$ cat src/rtl/fetch_unit.sv
// lx32 instruction-fetch stage: owns the PC, issues in-order imem requests and buffers
// {pc, instr} for decode; execute redirects flush the buffer and discard wrong-path fetches.

module fetch_unit_checker #(
   parameter int unsigned WIDTH = 32,
   parameter int unsigned CW    = 2
) (
   input logic             clk,
   input logic             rst_n,
   input logic             redirect,
   input logic             req_valid,
   input logic             req_ready,
   input logic [WIDTH-1:0] req_addr,
   input logic             rsp_valid,
   input logic [CW-1:0]    outstanding
);
   rsp_has_outstanding: assert property (@(posedge clk) disable iff (!rst_n)
      rsp_valid |-> (outstanding != '0));

   req_held_until_ready: assert property (@(posedge clk) disable iff (!rst_n)
      (req_valid && !req_ready && !redirect) |=> (req_valid && $stable(req_addr)));
endmodule

module fetch_unit #(
   parameter int unsigned       WIDTH    = 32,
   parameter logic [WIDTH-1:0]  RESET_PC = {WIDTH{1'b0}},
   parameter int unsigned       DEPTH    = 2
) (
   input  logic             clk,
   input  logic             rst_n,
   input  logic             redirect_i,
   input  logic [WIDTH-1:0] redirect_pc_i,
   output logic             imem_req_valid_o,
   input  logic             imem_req_ready_i,
   output logic [WIDTH-1:0] imem_req_addr_o,
   input  logic             imem_rsp_valid_i,
   input  logic [31:0]      imem_rsp_data_i,
   output logic             if_valid_o,
   input  logic             if_ready_i,
   output logic [WIDTH-1:0] if_pc_o,
   output logic [31:0]      if_instr_o
);
   localparam int unsigned CW = $clog2(DEPTH + 1);
   localparam int unsigned PW = (DEPTH > 1) ? $clog2(DEPTH) : 1;

   typedef enum logic [1:0] {IDLE = 2'd0, RUN = 2'd1, DRAIN = 2'd2} state_t;

   state_t           state_r, state_nxt_s;
   logic [WIDTH-1:0] pc_r, pc_nxt_s;
   logic [CW-1:0]    outstanding_r, outstanding_nxt_s;
   logic [CW-1:0]    drop_r, drop_nxt_s;
   logic [CW-1:0]    count_r, count_nxt_s;
   logic [PW-1:0]    head_r, head_nxt_s, tail_r, tail_nxt_s;
   logic [PW-1:0]    pq_head_r, pq_head_nxt_s, pq_tail_r, pq_tail_nxt_s;
   logic [WIDTH-1:0] pq_r        [DEPTH];
   logic [WIDTH-1:0] buf_pc_r    [DEPTH];
   logic [31:0]      buf_instr_r [DEPTH];
   logic [CW:0]      credit_use_s;
   logic             req_valid_s, hs_s, rsp_s, pop_s, push_s;

   function automatic logic [PW-1:0] ptr_inc(input logic [PW-1:0] p);
      if (p == PW'(DEPTH - 1)) begin
         return '0;
      end else begin
         return p + PW'(1);
      end
   endfunction

   // Handshake decode and next value of every control register.
   always_comb begin
      credit_use_s  = {1'b0, outstanding_r} + {1'b0, count_r};
      req_valid_s   = (state_r == RUN) && (credit_use_s < (CW + 1)'(DEPTH));
      hs_s          = req_valid_s && imem_req_ready_i;
      rsp_s         = imem_rsp_valid_i;
      pop_s         = (count_r != '0) && if_ready_i;
      push_s        = rsp_s && !redirect_i && (drop_r == '0);
      state_nxt_s   = state_r;
      pc_nxt_s      = pc_r;
      drop_nxt_s    = drop_r;
      count_nxt_s   = count_r;
      head_nxt_s    = head_r;
      tail_nxt_s    = tail_r;
      pq_head_nxt_s = pq_head_r;
      pq_tail_nxt_s = pq_tail_r;

      if (hs_s && !rsp_s) begin
         outstanding_nxt_s = outstanding_r + CW'(1);
      end else if (!hs_s && rsp_s) begin
         outstanding_nxt_s = outstanding_r - CW'(1);
      end else begin
         outstanding_nxt_s = outstanding_r;
      end

      // Stale responses still pop the pc queue so it stays aligned with memory order.
      if (hs_s) begin
         pq_tail_nxt_s = ptr_inc(pq_tail_r);
      end else begin
         pq_tail_nxt_s = pq_tail_r;
      end
      if (rsp_s) begin
         pq_head_nxt_s = ptr_inc(pq_head_r);
      end else begin
         pq_head_nxt_s = pq_head_r;
      end

      if (redirect_i) begin
         pc_nxt_s    = redirect_pc_i & {{(WIDTH - 2){1'b1}}, 2'b00};
         drop_nxt_s  = outstanding_nxt_s;
         count_nxt_s = '0;
         head_nxt_s  = '0;
         tail_nxt_s  = '0;
      end else begin
         if (hs_s) begin
            pc_nxt_s = pc_r + WIDTH'(32'd4);
         end else begin
            pc_nxt_s = pc_r;
         end
         if (rsp_s && (drop_r != '0)) begin
            drop_nxt_s = drop_r - CW'(1);
         end else begin
            drop_nxt_s = drop_r;
         end
         if (push_s && !pop_s) begin
            count_nxt_s = count_r + CW'(1);
         end else if (!push_s && pop_s) begin
            count_nxt_s = count_r - CW'(1);
         end else begin
            count_nxt_s = count_r;
         end
         if (push_s) begin
            tail_nxt_s = ptr_inc(tail_r);
         end else begin
            tail_nxt_s = tail_r;
         end
         if (pop_s) begin
            head_nxt_s = ptr_inc(head_r);
         end else begin
            head_nxt_s = head_r;
         end
      end

      case (state_r)
         IDLE: state_nxt_s = RUN;
         RUN: begin
            if (redirect_i && (outstanding_nxt_s != '0)) begin
               state_nxt_s = DRAIN;
            end else begin
               state_nxt_s = RUN;
            end
         end
         DRAIN: begin
            if (drop_nxt_s == '0) begin
               state_nxt_s = RUN;
            end else begin
               state_nxt_s = DRAIN;
            end
         end
         default: state_nxt_s = IDLE;
      endcase
   end

   // Control registers.
   always_ff @(posedge clk or negedge rst_n) begin
      if (!rst_n) begin
         state_r       <= IDLE;
         pc_r          <= RESET_PC;
         outstanding_r <= '0;
         drop_r        <= '0;
         count_r       <= '0;
         head_r        <= '0;
         tail_r        <= '0;
         pq_head_r     <= '0;
         pq_tail_r     <= '0;
      end else begin
         state_r       <= state_nxt_s;
         pc_r          <= pc_nxt_s;
         outstanding_r <= outstanding_nxt_s;
         drop_r        <= drop_nxt_s;
         count_r       <= count_nxt_s;
         head_r        <= head_nxt_s;
         tail_r        <= tail_nxt_s;
         pq_head_r     <= pq_head_nxt_s;
         pq_tail_r     <= pq_tail_nxt_s;
      end
   end

   // Pc queue of in-flight requests and the decode-side instruction buffer.
   always_ff @(posedge clk or negedge rst_n) begin
      if (!rst_n) begin
         for (int i = 0; i < DEPTH; i++) begin
            pq_r[i]        <= '0;
            buf_pc_r[i]    <= '0;
            buf_instr_r[i] <= 32'h0000_0000;
         end
      end else begin
         if (hs_s) begin
            pq_r[pq_tail_r] <= pc_r;
         end
         if (push_s) begin
            buf_pc_r[tail_r]    <= pq_r[pq_head_r];
            buf_instr_r[tail_r] <= imem_rsp_data_i;
         end
      end
   end

   assign imem_req_valid_o = req_valid_s;
   assign imem_req_addr_o  = pc_r;
   assign if_valid_o       = (count_r != '0);
   assign if_pc_o          = if_valid_o ? buf_pc_r[head_r] : '0;
   assign if_instr_o       = if_valid_o ? buf_instr_r[head_r] : 32'h0000_0000;

   fetch_unit_checker #(.WIDTH(WIDTH), .CW(CW)) u_checker (
      .clk         (clk),
      .rst_n       (rst_n),
      .redirect    (redirect_i),
      .req_valid   (req_valid_s),
      .req_ready   (imem_req_ready_i),
      .req_addr    (pc_r),
      .rsp_valid   (imem_rsp_valid_i),
      .outstanding (outstanding_r)
   );
endmodule

$ cat config.mk
export PLATFORM = sky130hd
export DESIGN_NAME = fetch_unit
export DESIGN_NICKNAME = d
export VERILOG_FILES = /design/src/rtl/fetch_unit.sv
export SDC_FILE = /design/constraint.sdc
export NUM_CORES = 1
export LEC_CHECK = 0
export CAP_MARGIN = 20
export CORE_ASPECT_RATIO = 0.9
export CORE_MARGIN = 2
export CORE_UTILIZATION = 50
export CTS_CLUSTER_DIAMETER = 50
export CTS_CLUSTER_SIZE = 16
export DETAILED_ROUTE_END_ITERATION = 10
export HOLD_SLACK_MARGIN = 0.03
export PLACE_DENSITY = 0.76
export SLEW_MARGIN = 20
export SYNTH_ARGS = -nofsm -noshare
export SYNTH_HDL_FRONTEND = slang
export SYNTH_SLANG_ARGS = --single-unit
$ cat constraint.sdc
create_clock -name clk -period 3.12 [get_ports clk]
set_input_delay 0.312 -clock clk [delete_from_list [all_inputs] [get_ports clk]]
set_output_delay 0.312 -clock clk [all_outputs]
set_load 0.005 [all_outputs]
Word level (Yosys, flattened, before mapping) --
Cells that the tools add are included.
Storage, ports and cells: flip-flop bits (word level) 236, output and inout port bits 98, word-level logic and storage cells 105
Cells by class: add/sub/neg operators 11, order comparisons 7, equality and inequality tests 2, mux-type cells 38, bitwise logic cells 4, reduce and logical (&&, ||, !) cells 28
Operators by type and width (count):
- 32-bit two-way mux | 15
- 64-bit bitwise mux | 3
- 32-bit demux with 1-bit select | 2
- 32-bit by 3-bit adder with 32-bit output (second input constant) | 1
- 2-bit two-way mux | 9
- 1-bit logical AND | 13
- 2-bit nonzero test | 6
- 2-bit greater-or-equal comparator (second input constant) | 4
- 1-bit two-way mux | 8
- 1-bit inverter with 2-bit output | 4
- 2-bit logical NOT | 3
- 2-bit case mux with 3 select lines | 1
- 2-bit by 1-bit subtractor with 2-bit output (second input constant) | 3
- 1-bit logical NOT | 5
- 1-bit adder (second input constant) | 4
- 2-bit by 1-bit adder with 2-bit output (second input constant) | 2
- 2-bit by 1-bit less-than comparator with 1-bit output (second input constant) | 2
- 2-bit by 2-bit adder with 3-bit output | 1
- 3-bit by 2-bit less-than comparator with 1-bit output (second input constant) | 1
- 3-bit nonzero test | 1
- 2-bit by 1-bit == test with 1-bit output (second input constant) | 1
- 2-bit == test (second input constant) | 1

Logic depth before layout (Yosys ltp) --
depth in word-level cells 12, gate-level depth with buffers 11, gate-level depth less buffers 7

Least setup slack after synthesis --
No wires, ideal clock.
kind register to register, start register outstanding_r[0], end register pc_r[26], in the netlist imem_req_addr_o[26], setup time 0.082 ns, arrival 2.724 ns, data required time 3.038 ns, path slack 0.314 ns, cell stages (with the launch flop) 10, buffers on the path 2, clock period less this slack 2.806 ns, cells stage by stage dfrtp_1 > and2_1 > fa_1 > nor4b_4 > buf_6 > nand3_4 > or4_1 > buf_2 > or3_1 > a31oi_1
Between the ends: cells in the longest elaborated chain, start to end 5
RTL lines:
- from (decl) | line 50 | logic [CW-1:0] outstanding_r, outstanding_nxt_s;
- from (signal assigned) | line 177 | outstanding_r <= outstanding_nxt_s;
- 2-bit by 2-bit adder with 3-bit output | line 71 | credit_use_s = {1'b0, outstanding_r} + {1'b0, count_r};
- 3-bit by 2-bit less-than comparator with 1-bit output | line 72 | req_valid_s = (state_r == RUN) && (credit_use_s < (CW + 1)'(DEPTH));
- 1-bit logical AND | line 72
- named net imem_req_valid_o | line 33 | output logic imem_req_valid_o,
- 1-bit logical AND | line 73 | hs_s = req_valid_s && imem_req_ready_i;
- 2-bit nonzero test (no line)
- to (signal assigned) | line 176 | pc_r <= pc_nxt_s;
- to (decl) | line 49 | logic [WIDTH-1:0] pc_r, pc_nxt_s;
The timed path passes the listed nets, and every way through them passes these cells. A chain may end at the register's enable or synchronous reset.

Worst setup path in the final report --
start register count_r[0], end output port imem_req_valid_o
Between the ends: cells in the longest elaborated chain, start to end 3
RTL lines:
- from (decl) | line 52 | logic [CW-1:0] count_r, count_nxt_s;
- from (signal assigned) | line 179 | count_r <= count_nxt_s;
- 2-bit by 2-bit adder with 3-bit output | line 71
- 3-bit by 2-bit less-than comparator with 1-bit output | line 72
- 1-bit logical AND | line 72
- to (decl) | line 33
No other way between the ends.

==> summary.md <==
| Metric | Value |
|---|---|
| IO Pins | 168 |
| CTS root buffer | clkbuf_16 |
| Clock power frac | around a quarter |
| Cells after Synth | 916 |
| Worst slew pin tran | 0.820 ns |
| Worst reg2reg startpoint | count_r[0] |
| Htree depth | 1 |
| DP HPWL | 15.0 mm |
| Setup crit end kind | primary output |
| N_diodes | 0 |
| Skew final | roughly 0.014 ns |
| Internal Power | between 7 and 8 mW |
| Layout cells sized above 1 | 17.4% |
| Initial antenna violation count | 0 |
| NumNets Final | 1142 |
| WS Path Type | flop to primary output |
| Fmax | roughly 0.34 GHz |
| Initial Utilization | about half |
| Total length of routed wires | 22.2 mm |
| Worst IR drop on VDD | 0.560 mV |
| Final Core Density | about 65% |
| Comb pwr share | between 20 and 30% |
| Crit path DAT | 2.62 ns |
| Setup TNS | 0 ns |
| EDFF count, synth | 0 |
| Synthesized area | 10300 um2 |
| Vias per std cell | 5.38 |
| Lkg Pwr | 5.52 nW |
| Final hold vios | 0 |
| Area Overhead vs Synth | 27.0% |
| Outcome | finished clean |
| GP Congestion | 0.766 |
| Largest area contributor in the netlist | dfrtp_1 |
| Unique cell type count in the Yosys netlist | 46 |
| Worst hold start | redirect_i |
| Top-count cell post-synth | dfrtp_1 |
| Worst Hold Class | input port to flop |
| Core area | 20000 um2 |
| Min Tclk post-route | 2.94 ns |
| FFs w/ async S/R, synth | 100% |
| Die area | 21700 um2 |
| Yosys warnings | 0 |
| Cell row count | 49 |
| Reg2reg path depth | 8 |
| Seq/Total Area, Yosys | 55.1% |
| Critical Path Source Type | flop |
| Vias in the first global route | 7207 |
| Reg-to-reg slack, setup | 0.23 ns |
| Number of port buffers | roughly 160 |
| Crit share post-route | 94.1% |
| Clock sink count | 226 |
| Post-synth top cells | dfrtp_1, mux2_2, nor2_1 |
| Slew headroom | a little under half |
| Primary FF master, synth | dfrtp_1 |
| PD cells | 832 nW/um2 |
| Count of state elements after synthesis | 226 |
| Total Routing Usage GR | 20.7% |
| Max-slew violations | 0 |
| Routed length per instance | between 15 and 20 um |
| Clock buffer depth | 3 |
| Post-route DRC | 0 |
| Setup Viol. Count Final | 0 |
| DR vias | 7201 |
| Clock buffer count from CTS | 24 |
| ANT nets after route | 0 |
| Reg power frac | 44.7% |
| DR pass1 iterations | 4 |
| Switching power | about 3.4 mW |
| TritonCTS clock tree | done |
| GRT overflow | 0 |
| Max cap viols | 0 |
| Clk pin slew, worst setup/hold paths | 0.07 ns |
| Yosys top cell area share | 55.1% |
| Area contributors post-synth | dfrtp_1, mux2_2, mux2i_1 |
| Iteration-0 DRC Markers | 391 |
| Syn Area/Cell | 11.2 um2 |
| CP max FO | 8 |
| WP data required | 2.81 ns |
| First-pass GRT wire length | 36.8 mm |
| RSZ-0062 raised after global routing | no |
| Total Power | roughly 11 mW |
| Sw Share | a little over 30% |
| Hold Path Sink | imem_req_addr_o[31] |
| Die width | 155 um |
| FF-to-FF End | imem_req_addr_o[31] |
| Hold Crit Depth | 4 |
| Clk_lat worst skew | roughly 0.52 ns |
| Largest net degree at the start of global routing | a little over 90 |
| Die Y | 140 um |
## power groups by stage
stage / combinational, mW / sequential [mW] / clock [mW]
detailed placement: 3.16 / 4.89 / 0
global route: 3.52 / 5.00 / 3.02
floorplan: 2.28 / 4.65 / 0
finish: 3.16 / 4.84 / 2.84
CTS: 3.19 / 4.84 / 2.90
global placement: 3.06 / 4.83 / 0
## cell type report
type	count	area, um2
Inverter	11	41.3
Multi-Input combinational cell	618	4320
Clock buffer	26	629
Clock inverter	15	164
Sequential cell	226	5660
Tap cell	255	319
Fill cell	1530	7020
Timing Repair Buffer	188	1890
## worst max-delay path, cell delays in order, from the launching register on
cell and delay, ns:
dfrtp_1 0.43, and2_1 0.19, fa_1 0.48, nor4b_4 0.29, buf_4 0.19, clkdlybuf4s50_1 0.51
## cell families (layout without fill, tap and decap cells)
family / after synthesis / in the layout / share of synthesized area [%]
fa+ha+maj: 3 / 3 / 0.439
simple gates: 254 / 254 / 11.2
compound gates: 122 / 122 / 6.25
flops: 226 / 226 / 55.1
xor+xnor: 30 / 30 / 2.56
mux: 205 / 205 / 21.4
buf+inv: 75 / 240 / 3.01
other cells: 1 / 4 / 0.0366
## layer usage
metal | GRT usage, % | wire [um] | vias up
met3 | 2.99 | 1150 | 29
met5 | 0 | 0 | -
li1 | - | - | 3455
met1 | 31.1 | 10600 | 3525
met4 | 4.48 | 374 | 0
met2 | 32.1 | 10100 | 192
## flip-flops by register name, indices dropped and copies added (netlist names)
register and cells:
buf_pc_r 60, drop_r 2, pq_r 60, pq_head_r 1
head_r 1, state_r 2, pq_tail_r 1, tail_r 1
count_r 2, outstanding_r 2, buf_instr_r 64, imem_req_addr_o 30
## layout by cell type (no fill, tap or decap), types with 3 or more instances in the layout
cell,count
a21oi_1,34
buf_12,6
a31oi_1,7
nor2_1,108
or3_1,7
clkbuf_16,25
nor3_1,11
dfrtp_1,225
buf_4,20
and2_1,3
mux2_2,112
clkdlybuf4s50_1,159
nor4_1,4
inv_1,11
mux2i_1,93
and3_1,4
o21ai_0,74
conb_1,4
inv_8,4
nand2_1,77
inv_6,4
xnor2_1,22
xor2_1,8
nand4_1,9
nor2b_1,5
nand3_1,8
## repair_timing
item / in CTS / in global routing
endpoints found under the setup margin: 1 / 1
pin swaps: 1 / 1
resized for setup: 0 / 1
buffers inserted: 0 / 1
endpoints found under the hold margin: 83 / 0
hold buffers: 1 / 0
## how the worst max path moves through the flow
stage | from | end | slack, ns
after detailed placement | count_r[0] | imem_req_addr_o[28] | 0.17
after global routing | count_r[0] | imem_req_valid_o | 0.06
after floorplan | outstanding_r[0] | imem_req_addr_o[26] | 0.31
after global placement | count_r[0] | imem_req_addr_o[30] | 0.23
after CTS | count_r[0] | imem_req_valid_o | 0.04
final | count_r[0] | imem_req_valid_o | 0.18
## stage by stage
step	setup WS, ns	cells	instance area, um2	hold slack, ns
final	0.183	1339	13000	0.301
after global routing	0.0642	1339	13000	0.296
after CTS	0.0432	1338	13000	0.288
after detailed placement	0.172	1296	12200	0.343
after global placement	0.226	1296	12200	0.337
after floorplan	0.314	919	10300	0.0164
(Power assumes the default switching activity.)
